==> src/rtl/csa19_pkg.sv <==
// Shared types and constants for the csa19 accumulate stage.
// Optional build macro consumed elsewhere: CSA19_ACCUM_SATURATE_EN.
package csa19_pkg;

    localparam int unsigned CSA19_WIDTH = 19;
    localparam int unsigned CSA19_CNT_W = 8;

    localparam logic [CSA19_WIDTH-1:0] ACC_MAX = {CSA19_WIDTH{1'b1}};

    typedef enum logic [1:0] {
        IDLE,
        ACCUM,
        DONE
    } state_e;

endpackage

==> src/rtl/csa19_burst_counter.sv <==
// Loadable down-counter tracking operands still owed in a burst.
// Load wins over decrement; decrement saturates at zero.
module csa19_burst_counter #(
    parameter int unsigned CNT_W = 8
) (
    input  logic             clk_i,
    input  logic             rst_ni,
    input  logic             load_i,
    input  logic [CNT_W-1:0] count_i,
    input  logic             dec_i,
    output logic             is_one_o,
    output logic             is_zero_o
);

    logic [CNT_W-1:0] count_q, count_d;

    always_comb begin
        count_d = count_q;
        if (load_i) begin
            count_d = count_i;
        end else if (dec_i && !is_zero_o) begin
            count_d = count_q - CNT_W'(1);
        end
    end

    always_ff @(posedge clk_i or negedge rst_ni) begin
        if (!rst_ni) begin
            count_q <= '0;
        end else begin
            count_q <= count_d;
        end
    end

    assign is_one_o  = (count_q == CNT_W'(1));
    assign is_zero_o = (count_q == '0);

endmodule

==> src/rtl/csa19_accum_stage.sv <==
// Burst sequencer around an external 19-bit carry-select adder.
// Build option: define CSA19_ACCUM_SATURATE_EN to clamp the total at all ones on carry-out.
module csa19_accum_stage
    import csa19_pkg::*;
#(
    parameter int unsigned WIDTH = CSA19_WIDTH,
    parameter int unsigned CNT_W = CSA19_CNT_W
) (
    input  logic             i_clk,
    input  logic             i_rst_n,
    input  logic             i_start,
    input  logic [CNT_W-1:0] i_count,
    input  logic             i_op_valid,
    output logic             o_op_ready,
    input  logic [WIDTH-1:0] i_op_data,
    output logic [WIDTH-1:0] o_add_term1,
    output logic [WIDTH-1:0] o_add_term2,
    input  logic [WIDTH-1:0] i_sum,
    input  logic             i_cout,
    output logic             o_res_valid,
    input  logic             i_res_ready,
    output logic [WIDTH-1:0] o_result,
    output logic             o_overflow,
    output logic             o_busy
);

    state_e           state_q, state_d;
    logic [WIDTH-1:0] acc_q, acc_d;
    logic             ovf_q, ovf_d;
    logic             op_hs;
    logic             start_burst;
    logic             cnt_one, cnt_zero;

    assign op_hs       = (state_q == ACCUM) && i_op_valid;
    assign start_burst = (state_q == IDLE) && i_start;

    csa19_burst_counter #(
        .CNT_W(CNT_W)
    ) u_counter (
        .clk_i    (i_clk),
        .rst_ni   (i_rst_n),
        .load_i   (start_burst),
        .count_i  (i_count),
        .dec_i    (op_hs),
        .is_one_o (cnt_one),
        .is_zero_o(cnt_zero)
    );

    always_ff @(posedge i_clk or negedge i_rst_n) begin
        if (!i_rst_n) begin
            state_q <= IDLE;
        end else begin
            state_q <= state_d;
        end
    end

    always_comb begin
        state_d = state_q;
        unique case (state_q)
            IDLE: begin
                if (i_start) begin
                    state_d = (i_count == '0) ? DONE : ACCUM;
                end
            end
            ACCUM: begin
                // cnt_zero only guards against an unreachable empty burst.
                if ((op_hs && cnt_one) || cnt_zero) begin
                    state_d = DONE;
                end
            end
            DONE: begin
                if (i_res_ready) begin
                    state_d = IDLE;
                end
            end
            default: state_d = IDLE;
        endcase
    end

    always_comb begin
        o_op_ready  = 1'b0;
        o_res_valid = 1'b0;
        o_busy      = 1'b1;
        o_add_term2 = '0;
        unique case (state_q)
            IDLE:  o_busy = 1'b0;
            ACCUM: begin
                o_op_ready  = 1'b1;
                o_add_term2 = i_op_data;
            end
            DONE:  o_res_valid = 1'b1;
            default: o_busy = 1'b0;
        endcase
    end

    always_comb begin
        acc_d = acc_q;
        ovf_d = ovf_q;
        if (start_burst) begin
            acc_d = '0;
            ovf_d = 1'b0;
        end else if (op_hs) begin
            ovf_d = ovf_q | i_cout;
`ifdef CSA19_ACCUM_SATURATE_EN
            // Once clamped, stay clamped for the rest of the burst.
            acc_d = (i_cout || ovf_q) ? {WIDTH{1'b1}} : i_sum;
`else
            acc_d = i_sum;
`endif
        end
    end

    always_ff @(posedge i_clk or negedge i_rst_n) begin
        if (!i_rst_n) begin
            acc_q <= '0;
            ovf_q <= 1'b0;
        end else begin
            acc_q <= acc_d;
            ovf_q <= ovf_d;
        end
    end

    assign o_add_term1 = acc_q;
    assign o_result    = acc_q;
    assign o_overflow  = ovf_q;

endmodule

==> config.mk <==
export PLATFORM = sky130hd
export DESIGN_NAME = csa19_accum_stage
export DESIGN_NICKNAME = d
export VERILOG_FILES = /design/src/rtl/csa19_pkg.sv /design/src/rtl/csa19_burst_counter.sv /design/src/rtl/csa19_accum_stage.sv
export SDC_FILE = /design/constraint.sdc
export NUM_CORES = 1
export LEC_CHECK = 0
export CAP_MARGIN = 5
export CORE_ASPECT_RATIO = 0.6
export CORE_UTILIZATION = 36
export DETAILED_ROUTE_END_ITERATION = 10
export GPL_ROUTABILITY_DRIVEN = 0
export PLACE_DENSITY = 0.89
export SETUP_SLACK_MARGIN = 0.15
export SYNTH_ARGS = -nofsm -noshare
export SYNTH_HDL_FRONTEND = slang
export SYNTH_SLANG_ARGS = --single-unit
==> constraint.sdc <==
create_clock -name i_clk -period 2.2 [get_ports i_clk]
set_input_delay 0.22 -clock i_clk [delete_from_list [all_inputs] [get_ports i_clk]]
set_output_delay 0.22 -clock i_clk [all_outputs]
set_load 0.005 [all_outputs]
-- Word-level counts from Yosys, hierarchy flattened
Cells that the tools add are included.
- register bits after elaboration: 30
- input port bits: 52
- output and inout port bits: 61
- word-level logic and storage cells: 40
- $add $sub $neg: 1
- equality and inequality tests: 6
- mux-type cells: 15
- bitwise operators: 1
- reductions and logical operators: 13
- operators by type and width (kind ; number):
    19-bit 2-to-1 mux ; 3
    8-bit logical NOT ; 2
    8-bit 2-to-1 mux ; 2
    8-bit by 1-bit equality test with 1-bit output (second input constant) ; 1
    2-bit 2-to-1 mux ; 4
    8-bit by 1-bit subtractor with 8-bit output (second input constant) ; 1
    2-bit case mux with 3 select lines ; 1
    1-bit 2-to-1 mux ; 5
    1-bit logical AND ; 4
    2-bit != test (second input constant) ; 2
    2-bit nonzero test ; 2
    3-bit AND reduction ; 1
    2-bit by 1-bit equality test with 1-bit output (second input constant) ; 1
    2-bit equality test (second input constant) ; 1
    2-bit logical NOT ; 1
    2-bit by 1-bit != test with 1-bit output (second input constant) ; 1
    2-bit OR reduction ; 1
    1-bit logical NOT ; 1
    1-bit logical OR ; 1
    1-bit bitwise OR ; 1

-- Longest topological paths before layout
Gate-level depths: netlist of run 1.
- word-level depth: 6
- gate-level depth with buffers: 7

-- Cells and area by module
From an unflattened synthesis of run 1, not the netlist that was laid out.
- cells, all modules: 212
- area total of the unflattened synthesis: 1874.3 um^2
- modules (own cells, without submodules) (module ; times used ; cells an instance ; area an instance (um^2) ; seq. area each (um^2)):
    csa19_accum_stage ; 1 ; 147 ; 1285.0 ; 550.5
    csa19_burst_counter ; 1 ; 65 ; 589.3 ; 200.2

-- Worst setup path after synthesis of run 1
Ideal clock, no wire load.
- path kind: reg-to-reg
- from: reg u_counter.count_q[0]
- to: reg u_counter.count_q[6]
- arrival time: 1.551 ns
- required time: 2.070 ns
- slack: 0.520 ns
- stages on the path, launching flop included: 7
- buffers on the path: 0
- clock period less this slack: 1.680 ns
- path through: dfrtp_1 inv_1 ha_1 or4b_1 o2111ai_1 xor2_1 a21oi_1
- longest elaborated chain between the ends: 4
- elaborated cells on any way between the ends: 7
- those cells by class: add/sub: 1; mux: 2; reduce/logical: 4
- RTL lines (item ; line ; text):
    start, declared ; csa19_burst_counter.sv:15 ; logic [CNT_W-1:0] count_q, count_d;
    start signal, assigned ; csa19_burst_counter.sv:30 ; count_q <= count_d;
    parallel branches: the longest is 4 deep, another holds 8-bit by 1-bit subtractor with 8-bit output ; - ;
Several ways; the timed one is not identified. The select of a mux whose other input is x is not followed.
A chain may end at the register's enable or synchronous reset.

-- Worst setup path in the final report of run 1
- from: reg state_q[1]
- to: out o_add_term2[17]
- longest elaborated chain between the ends: 2
- RTL lines (item ; line ; text):
    start, declared ; csa19_accum_stage.sv:27 ; state_e state_q, state_d;
    start signal, assigned ; csa19_accum_stage.sv:53 ; state_q <= state_d;
    2-bit by 1-bit equality test with 1-bit output ; csa19_accum_stage.sv:85 ; unique case (state_q)
    19-bit 2-to-1 mux ; csa19_accum_stage.sv:85 ;
    end, declared ; csa19_accum_stage.sv:17 ; output logic [WIDTH-1:0] o_add_term2,
No other way between the ends.

==> summary by stage, run 1 <==
Status
The run finished with clean final reports.

Logic synthesis
By count the netlist is led by sky130_fd_sc_hd__nand2_1 (44), sky130_fd_sc_hd__dfrtp_1 (30), sky130_fd_sc_hd__a21oi_1 (26), sky130_fd_sc_hd__and2_1 (21), sky130_fd_sc_hd__buf_4 (19). In the synthesized netlist, the number of instances is 203. Summing every instance area after synthesis gives around 1800 um^2. The synthesized design contains 0 enable-type register cells. The sequential share of the synthesized area is 0.4280. By instance count, the leading cell after synthesis is sky130_fd_sc_hd__nand2_1. Yosys attributes the largest share of cell area to sky130_fd_sc_hd__dfrtp_1 (43%), sky130_fd_sc_hd__nand2_1 (9.4%), sky130_fd_sc_hd__buf_4 (8.1%), sky130_fd_sc_hd__and2_1 (7.5%), sky130_fd_sc_hd__a21oi_1 (7.4%). The number of warnings printed during yosys synthesis is 0. Each instance of the synthesized netlist takes up on average approximately 8.6 um^2.

The share of synthesized area in the top cell type comes to 0.4280. The largest area contributor in the netlist is sky130_fd_sc_hd__dfrtp_1. The async set-or-reset flop fraction in the synthesized netlist is 1.000. The flip-flop cell with the highest count after synthesis is sky130_fd_sc_hd__dfrtp_1.

Synthesis inferred 30 register bits. The number of nets in the synthesized netlist is 261. The number of distinct standard cells referenced by the synthesized netlist is 31.

Floorplan
After floorplanning, the core was sized to cover between 4000 and 5000 um^2. The die is ~92 um wide. The initial utilization of the core area, before any placement, comes to 0.3784. roughly 110 I/O pins were placed.

The floorplan row count is 19. The floorplan die height is between 50 and 60 um. The floorplan step defined a die boundary enclosing roughly 5200 um^2.

Clocking
The cell chosen for the clock root is sky130_fd_sc_hd__clkbuf_8. The deepest level of the CTS H-tree is 2. TritonCTS built the clock tree. The clock net sink count is 30. Clock latency on the worst-skew pair, taken at its later pin, is 0.27 ns. The clock-pin slew on the worst setup and hold paths is about 0.060 ns. Clock tree synthesis inserted a total of 5 buffers. Counting along the longest clock path gives a buffer depth of 2. The number of hold buffers added after cts is 0.

Worst setup path
Data on the critical path is required at its endpoint by 1.98 ns. The maximum fanout count along the critical path is 12. The worst setup path is launched from a flip-flop.

STA classifies the critical path endpoint as an output pin. Walking the worst path, the cells encountered are inv_2 -> ha_4 -> buf_4 -> and2_1 -> clkdlybuf4s50_1. The family of cells with the greatest summed delay on the critical path is buffers and inverters. On the worst path, the slowest cell contributes a delay of around 0.5 ns. Data on the critical path arrives at its endpoint at around 1.7 ns. The type of the worst setup path is reg2out. Among all stages on the critical path, the largest delay is contributed by sky130_fd_sc_hd__clkdlybuf4s50_1. The number of buffer and inverter stages on the critical path is 3.

Hold path
The classification of the worst-slack hold path is in2async.

Timing
The number of max-slew violations in the final report is 0. The tightest slew margin relative to the limit is 0.6305. The highest attainable clock frequency is 0.5217 GHz. The final count of hold timing violations was 0. The final setup TNS is 0 ns.

Setup repair after global routing left no endpoint under its margin. Dividing the final minimum period by the clock period gives 0.8713. Setup violations remaining at the end of the flow were counted as 0. In the post-route analysis, the smallest setup slack over all paths is about 0.28 ns. The routed design could run at a clock period as short as about 1.9 ns. The slew at the pin with the worst max-slew slack is approximately 0.55 ns. The worst clock skew is 0.005021 ns.

Run
The number of max-capacitance violations reported is 0.

Routing
The post-detailed-route wirelength per cell is about 14 um. The wire length reported by the detailed router is between 4000 and 5000 um. The detailed-route vias per instance is approximately 4.7. In this run, the number of DRC markers left after iteration 0 of detailed routing was 57. The residual DRC count is 0. The routed layout has around 1700 vias. For this run, the detailed router's first-pass iteration total came to 4. The count of nets left with antenna violations once routing finished came out at 0.

Final layout
The post-synthesis to final-layout area growth is 68.55%. The count of nets after finishing is 359. Of the cells placed in the final design, the portion with a size suffix greater than 1 is 0.07947. The final antenna diode count is 0. Measured on the finished design, the core utilization comes to 0.6378.

GRT
The maximum number of pins on one net before global-route repair is 31. The global-route wire length before repair is just under 8000 um. The initial antenna violation count is 0. Across every metal layer, demand over resource in global routing totals 0.1967. The via count of the first global-routing pass is 1691. The residual overflow from global routing is 0.

Power and ir drop
The share of total power dissipated in combinational logic is 0.553. In this run the power density over the cells is roughly 1100 nW/um^2. Across the VDD grid, the largest voltage drop is 558.5 uV. The part of the total power dissipated in sequential elements is 0.296. Cell internal power was estimated by the tool at 0.002234 W. The portion of total power attributed to the clock network is 0.151.

The analysis attributes to net switching a power of about 0.0011 W. The net switching fraction of the power is 0.3377. The leakage power summed over all cells is about 1.2 nW.

Place
The number of input and output port buffers inserted is between 100 and 150. The estimated wirelength of the detail-placed design is between 3000 and 4000 um. Before CTS, the worst setup slack after placement is a little over 0.2 ns.
-- metrics by stage --
step / hold slack [ns] / total power, W / std cells / instance area, um^2
2_1_floorplan: -0.07559 / 0.001914 / 203 / 1754
3_3_place_gp: 0.4812 / 0.002775 / 355 / 2819
3_5_place_dp: 0.5225 / 0.002831 / 355 / 2819
4_1_cts: 0.3421 / 0.003402 / 365 / 2957
5_1_grt: 0.3670 / 0.003614 / 365 / 2957
6_report: 0.3341 / 0.003374 / 365 / 2957
-- what timing repair did --
action / in CTS / in global routing
resized for setup: 2 / 1
setup buffers: 2 / 0
endpoints found under the setup margin: 20 / 2
-- cell families (layout without fill, tap and decap cells) --
kind of cell / count (synthesis) / in the layout / synth area share
AO/OA/AOI/OAI: 38 / 38 / 0.1241
XOR/XNOR: 4 / 4 / 0.01998
adder cells (fa/ha/maj): 6 / 6 / 0.04279
buffers and inverters: 35 / 134 / 0.1156
flip-flops: 30 / 30 / 0.4280
multiplexers: 4 / 4 / 0.02639
AND/OR/NAND/NOR: 86 / 86 / 0.2432
-- power groups by stage --
stage          logic [W]  clock network, W  registers (W)
3_3_place_gp     0.00179                 0       0.000980
6_report         0.00187          0.000510       0.000999
5_1_grt          0.00203          0.000545        0.00104
3_5_place_dp     0.00183                 0        0.00100
4_1_cts          0.00188          0.000527       0.000998
2_1_floorplan   0.000942                 0       0.000972
-- cell usage in the layout, fill, tap and decap left out, types with 2 or more instances in the layout --
cell type	instances
sky130_fd_sc_hd__clkdlybuf4s50_1	112
sky130_fd_sc_hd__nand2_1	44
sky130_fd_sc_hd__dfrtp_1	30
sky130_fd_sc_hd__a21oi_1	26
sky130_fd_sc_hd__and2_1	21
sky130_fd_sc_hd__clkbuf_8	8
sky130_fd_sc_hd__buf_4	8
sky130_fd_sc_hd__nor2_1	7
sky130_fd_sc_hd__o21ai_0	6
sky130_fd_sc_hd__inv_1	5
sky130_fd_sc_hd__ha_1	5
sky130_fd_sc_hd__nand4_1	3
sky130_fd_sc_hd__xor2_1	3
sky130_fd_sc_hd__a211oi_1	2
sky130_fd_sc_hd__mux2i_1	2
sky130_fd_sc_hd__nor4_1	2
-- final cells by class --
cell class,instances,area [um^2]
Multi-Input combinational cell,138,813.3
Tap cell,63,78.83
Clock buffer,8,110.1
Sequential cell,30,750.7
Fill cell,387,1679
Timing Repair Buffer,120,1181
Inverter,6,22.52
-- sequential cells by signal (all words and copies together) (netlist names) --
name,flops
o_overflow,1
o_add_term1,19
u_counter.count_q,8
state_q,2
-- per-layer routing --
| metal | up-vias | global-route usage | wire [um] |
|---|---|---|---|
| li1 | 847 | - | - |
| met1 | 797 | 0.2630 | 2361 |
| met2 | 80 | 0.3102 | 2132 |
| met3 | 8 | 0.06148 | 367 |
| met4 | 0 | 0.05134 | 67 |
| met5 | - | 0 | 0 |
-- path summary, 6_finish.rpt --
kind	start	depth (start not counted)	slack (ns)	endpoint
max	state_q[1]$_DFFE_PN0P_	5	0.28	o_add_term2[17]
min reg2reg	o_overflow$_DFFE_PN0P_	2	0.53	o_overflow$_DFFE_PN0P_
min	i_rst_n	2	0.33	o_add_term1[9]$_DFFE_PN0P_
max in group asynchronous	i_rst_n	2	1.59	o_overflow$_DFFE_PN0P_
max reg2reg	u_counter.count_q[0]$_DFFE_PN0P_	6	0.29	u_counter.count_q[1]$_DFFE_PN0P_
min in group i_clk	i_sum[2]	3	0.49	o_add_term1[2]$_DFFE_PN0P_
Power figures use the tool's default switching activity.
==> run 2: changes to the inputs <==
--- a/config.mk
+++ b/config.mk
@@ -5,12 +5,12 @@
 export SDC_FILE = /design/constraint.sdc
 export NUM_CORES = 1
 export LEC_CHECK = 0
-export CAP_MARGIN = 5
 export CORE_ASPECT_RATIO = 0.6
-export CORE_UTILIZATION = 36
+export CORE_UTILIZATION = 55
 export DETAILED_ROUTE_END_ITERATION = 10
+export DONT_BUFFER_PORTS = 1
 export GPL_ROUTABILITY_DRIVEN = 0
-export PLACE_DENSITY = 0.89
+export PLACE_DENSITY = 0.79
 export SETUP_SLACK_MARGIN = 0.15
 export SYNTH_ARGS = -nofsm -noshare
 export SYNTH_HDL_FRONTEND = slang
==> run 2 against run 1 <==
  * Critical path depth is 1 higher
  * Non-clock buffer count decreased by 114
  * Global-route usage up 3.6 points
  * Final cell count decreased by 37%
  * Clock skew down 0.0024 ns
  * Hold slack got worse by 0.26 ns
  * Via count shrank 22%
  * Sequential cell count did not move
  * Largest cell class is now multi-input combinational cells
  * Core utilization fell by 2.8 points
  * Highest routed layer unchanged
==> summary by stage, run 2 (synthesis gave the netlist of run 1 again) <==
Status
The run finished with clean final reports.

Routing
The total number of vias was 1353 (-22%). The wire length reported by the detailed router came to 3917 um (-21%). The detailed-router iteration count before antenna repair came to 4 (unchanged).

The residual DRC count is 0 (unchanged). The count of routing violations after the opening detailed-route iteration came to 109 (+91%). The detailed-route vias per instance is 5.883 (+24%). The post-detailed-route wirelength per cell was 17.03 um (+26%). The number of nets with antenna violations after detailed routing came to 0 (unchanged).

Place
The number of placed instances with taps included was 220 (-38%). The estimated wirelength of the detail-placed design is 3046 um (-21%). The number of input and output port buffers inserted came to 0 (-100%).

Power and ir drop
The leakage power summed over all cells was 0.7758 nW (-35%). The power density of the placed cells is 1414 nW/um^2 (+24%). The maximum vdd drop is 652.9 uV (+17%).

Floorplan
The full die area came to 3427 um^2 (-34%). The number of top-level design ports was 113 (unchanged). The floorplan die height is 45.75 um (-18%). The width of the die is 74.91 um (-19%). The floorplan row count is 15 (-4). The initial cell density of the core was 0.5953 (+0.2169). The area of the core was 2947 um^2 (-36%).

Final layout
The ratio of cells with drive above 1 in the final layout is 0.1011 (+0.02159). The number of flip-flops under the largest register name is 19 (unchanged). The count of nets after finishing is 245 (-32%). Compared with the post-synthesis result, the final layout area differs by 2.354%. The library cell used most frequently in the layout, excluding fill and tap cells, is sky130_fd_sc_hd__nand2_1. The top cell types in the final layout, fill and taps aside, are sky130_fd_sc_hd__nand2_1 (44), sky130_fd_sc_hd__dfrtp_1 (30), sky130_fd_sc_hd__a21oi_1 (26), sky130_fd_sc_hd__and2_1 (21), sky130_fd_sc_hd__nor2_1 (7).

The final antenna diode count came to 0 (unchanged). The final cell count without fillers is 230 (-37%).

GRT
The global routing met3 resource utilization is 0.07080 (+0.009321). The residual overflow from global routing is 0 (unchanged). The aggregate global-route resource usage is 0.2327 (+0.03595). The global-route wire length before repair was 5685 um (-29%).

After global routing, the most crowded layer is met2. The met1 track utilization from global routing is 0.3021 (+0.03912). The initial antenna violation count was 0 (unchanged). The via count of the first global-routing pass is 1300 (-23%). The maximum number of pins on one net before global-route repair is 31 (unchanged).

The global routing usage on met2 was 0.3676 (+0.05733).

Worst setup path
The arrival time at the worst endpoint came to 2.01 ns (+0.31 ns). The type of the worst setup path is reg2reg. The capturing element type of the critical path is a flip-flop. The maximum fanout count along the critical path is 4 (-8). The type of origin of the critical path is a flip-flop. The worst path required time was 2.35 ns (+0.37 ns).

Hold path
The min-delay analysis places its worst path in the category in2reg.

Clocking
The cell chosen for the clock root is sky130_fd_sc_hd__clkbuf_8. The total CTS buffers is 5 (unchanged). The clock-pin slew on the worst setup and hold paths is 0.06 ns (about the same). The largest buffer count on any clock path was 2 (unchanged). The deepest level of the CTS H-tree is 2 (unchanged).

The clock latency at the later pin of the worst-skew pair is 0.27 ns (about the same). The clock net sink count is 30 (unchanged). The post-CTS resize count came to 0 (-2). The TritonCTS clock tree is yes.

Timing
The share of the cycle needed by the critical path after routing is 0.8494 (-0.02199). The number of max-slew violations in the final report is 0 (unchanged). The tightest slew margin relative to the limit is 0.5447 (-0.08585).

The worst clock skew was 0.002596 ns (-0.002425 ns). The highest attainable clock frequency came to 0.5352 GHz (+2.6%). The final setup TNS was 0 ns (unchanged). The final critical-path required period is 1.869 ns (-0.04837 ns). The number of setup violations in the final report is 0 (unchanged). The final count of hold timing violations is 0 (unchanged). Setup repair after global routing left no endpoint under its margin. The slew at the pin with the worst max-slew slack is 0.6767 ns (+0.1225 ns).

Run
The number of max-capacitance violations reported is 0 (unchanged).
[run 2: critical path, cell delays in order (launching register included)]
cell	delay [ns]
sky130_fd_sc_hd__dfrtp_1	0.42
sky130_fd_sc_hd__inv_1	0.12
sky130_fd_sc_hd__ha_1	0.19
sky130_fd_sc_hd__or4b_1	0.51
sky130_fd_sc_hd__o2111ai_1	0.25
sky130_fd_sc_hd__xor2_1	0.17
sky130_fd_sc_hd__a21oi_1	0.09
[run 2: per-stage QoR]
step	worst slack (ns)	total power, W	util	hold WS (ns)	cell area, um^2
after floorplan	0.5196	0.001914	-	-0.07559	1754
after global placement	0.4688	0.001899	0.5622	-0.07511	1657
after detailed placement	0.3561	0.001991	0.5622	-0.07521	1657
after CTS	0.3376	0.002550	0.6093	0.06059	1795
after global routing	0.1707	0.002744	0.6093	0.05804	1795
final	0.3314	0.002538	0.6093	0.07002	1795
[run 2: final timing paths]
check                                                 start                                to  slack (ns)  depth (start not counted)
min reg2reg                          o_overflow$_DFFE_PN0P_            o_overflow$_DFFE_PN0P_        0.54                          2
max reg2reg                u_counter.count_q[0]$_DFFE_PN0P_  u_counter.count_q[6]$_DFFE_PN0P_        0.33                          6
max in group asynchronous                           i_rst_n  u_counter.count_q[3]$_DFFE_PN0P_        1.65                          2
min                                              i_count[3]  u_counter.count_q[3]$_DFFE_PN0P_        0.07                          2
min in group asynchronous                           i_rst_n       o_add_term1[13]$_DFFE_PN0P_        0.39                          2
max                        u_counter.count_q[0]$_DFFE_PN0P_  u_counter.count_q[6]$_DFFE_PN0P_        0.33                          6
[run 2: final cells by class]
class | instances | area (um^2)
well taps | 42 | 52.55
clock inverters | 3 | 40.04
clock buffers | 5 | 68.82
fillers | 264 | 1151
multi-input cells | 138 | 800.8
repair buffers | 6 | 60.06
flip-flops and latches | 30 | 750.7
inverters | 6 | 22.52
[run 2: metal layers]
layer	vias to the layer above	routed length (um)
met5	-	0
met4	0	43
met3	8	375
met2	82	1814
met1	645	1683
li1	618	-
[run 2: timing repair]
item / CTS / global route
hold buffers: 2 / 0
buffers inserted: 0 / 0
endpoints found under the hold margin: 30 / 0
[run 2: power by group]
part	switching [W]	leakage, nW	internal (W)
Combinational	0.000559	0.334	0.000393
Clock	0.000198	0.0579	0.000333
Sequential	0.000272	0.384	0.000783
Total	0.00103	0.776	0.00151
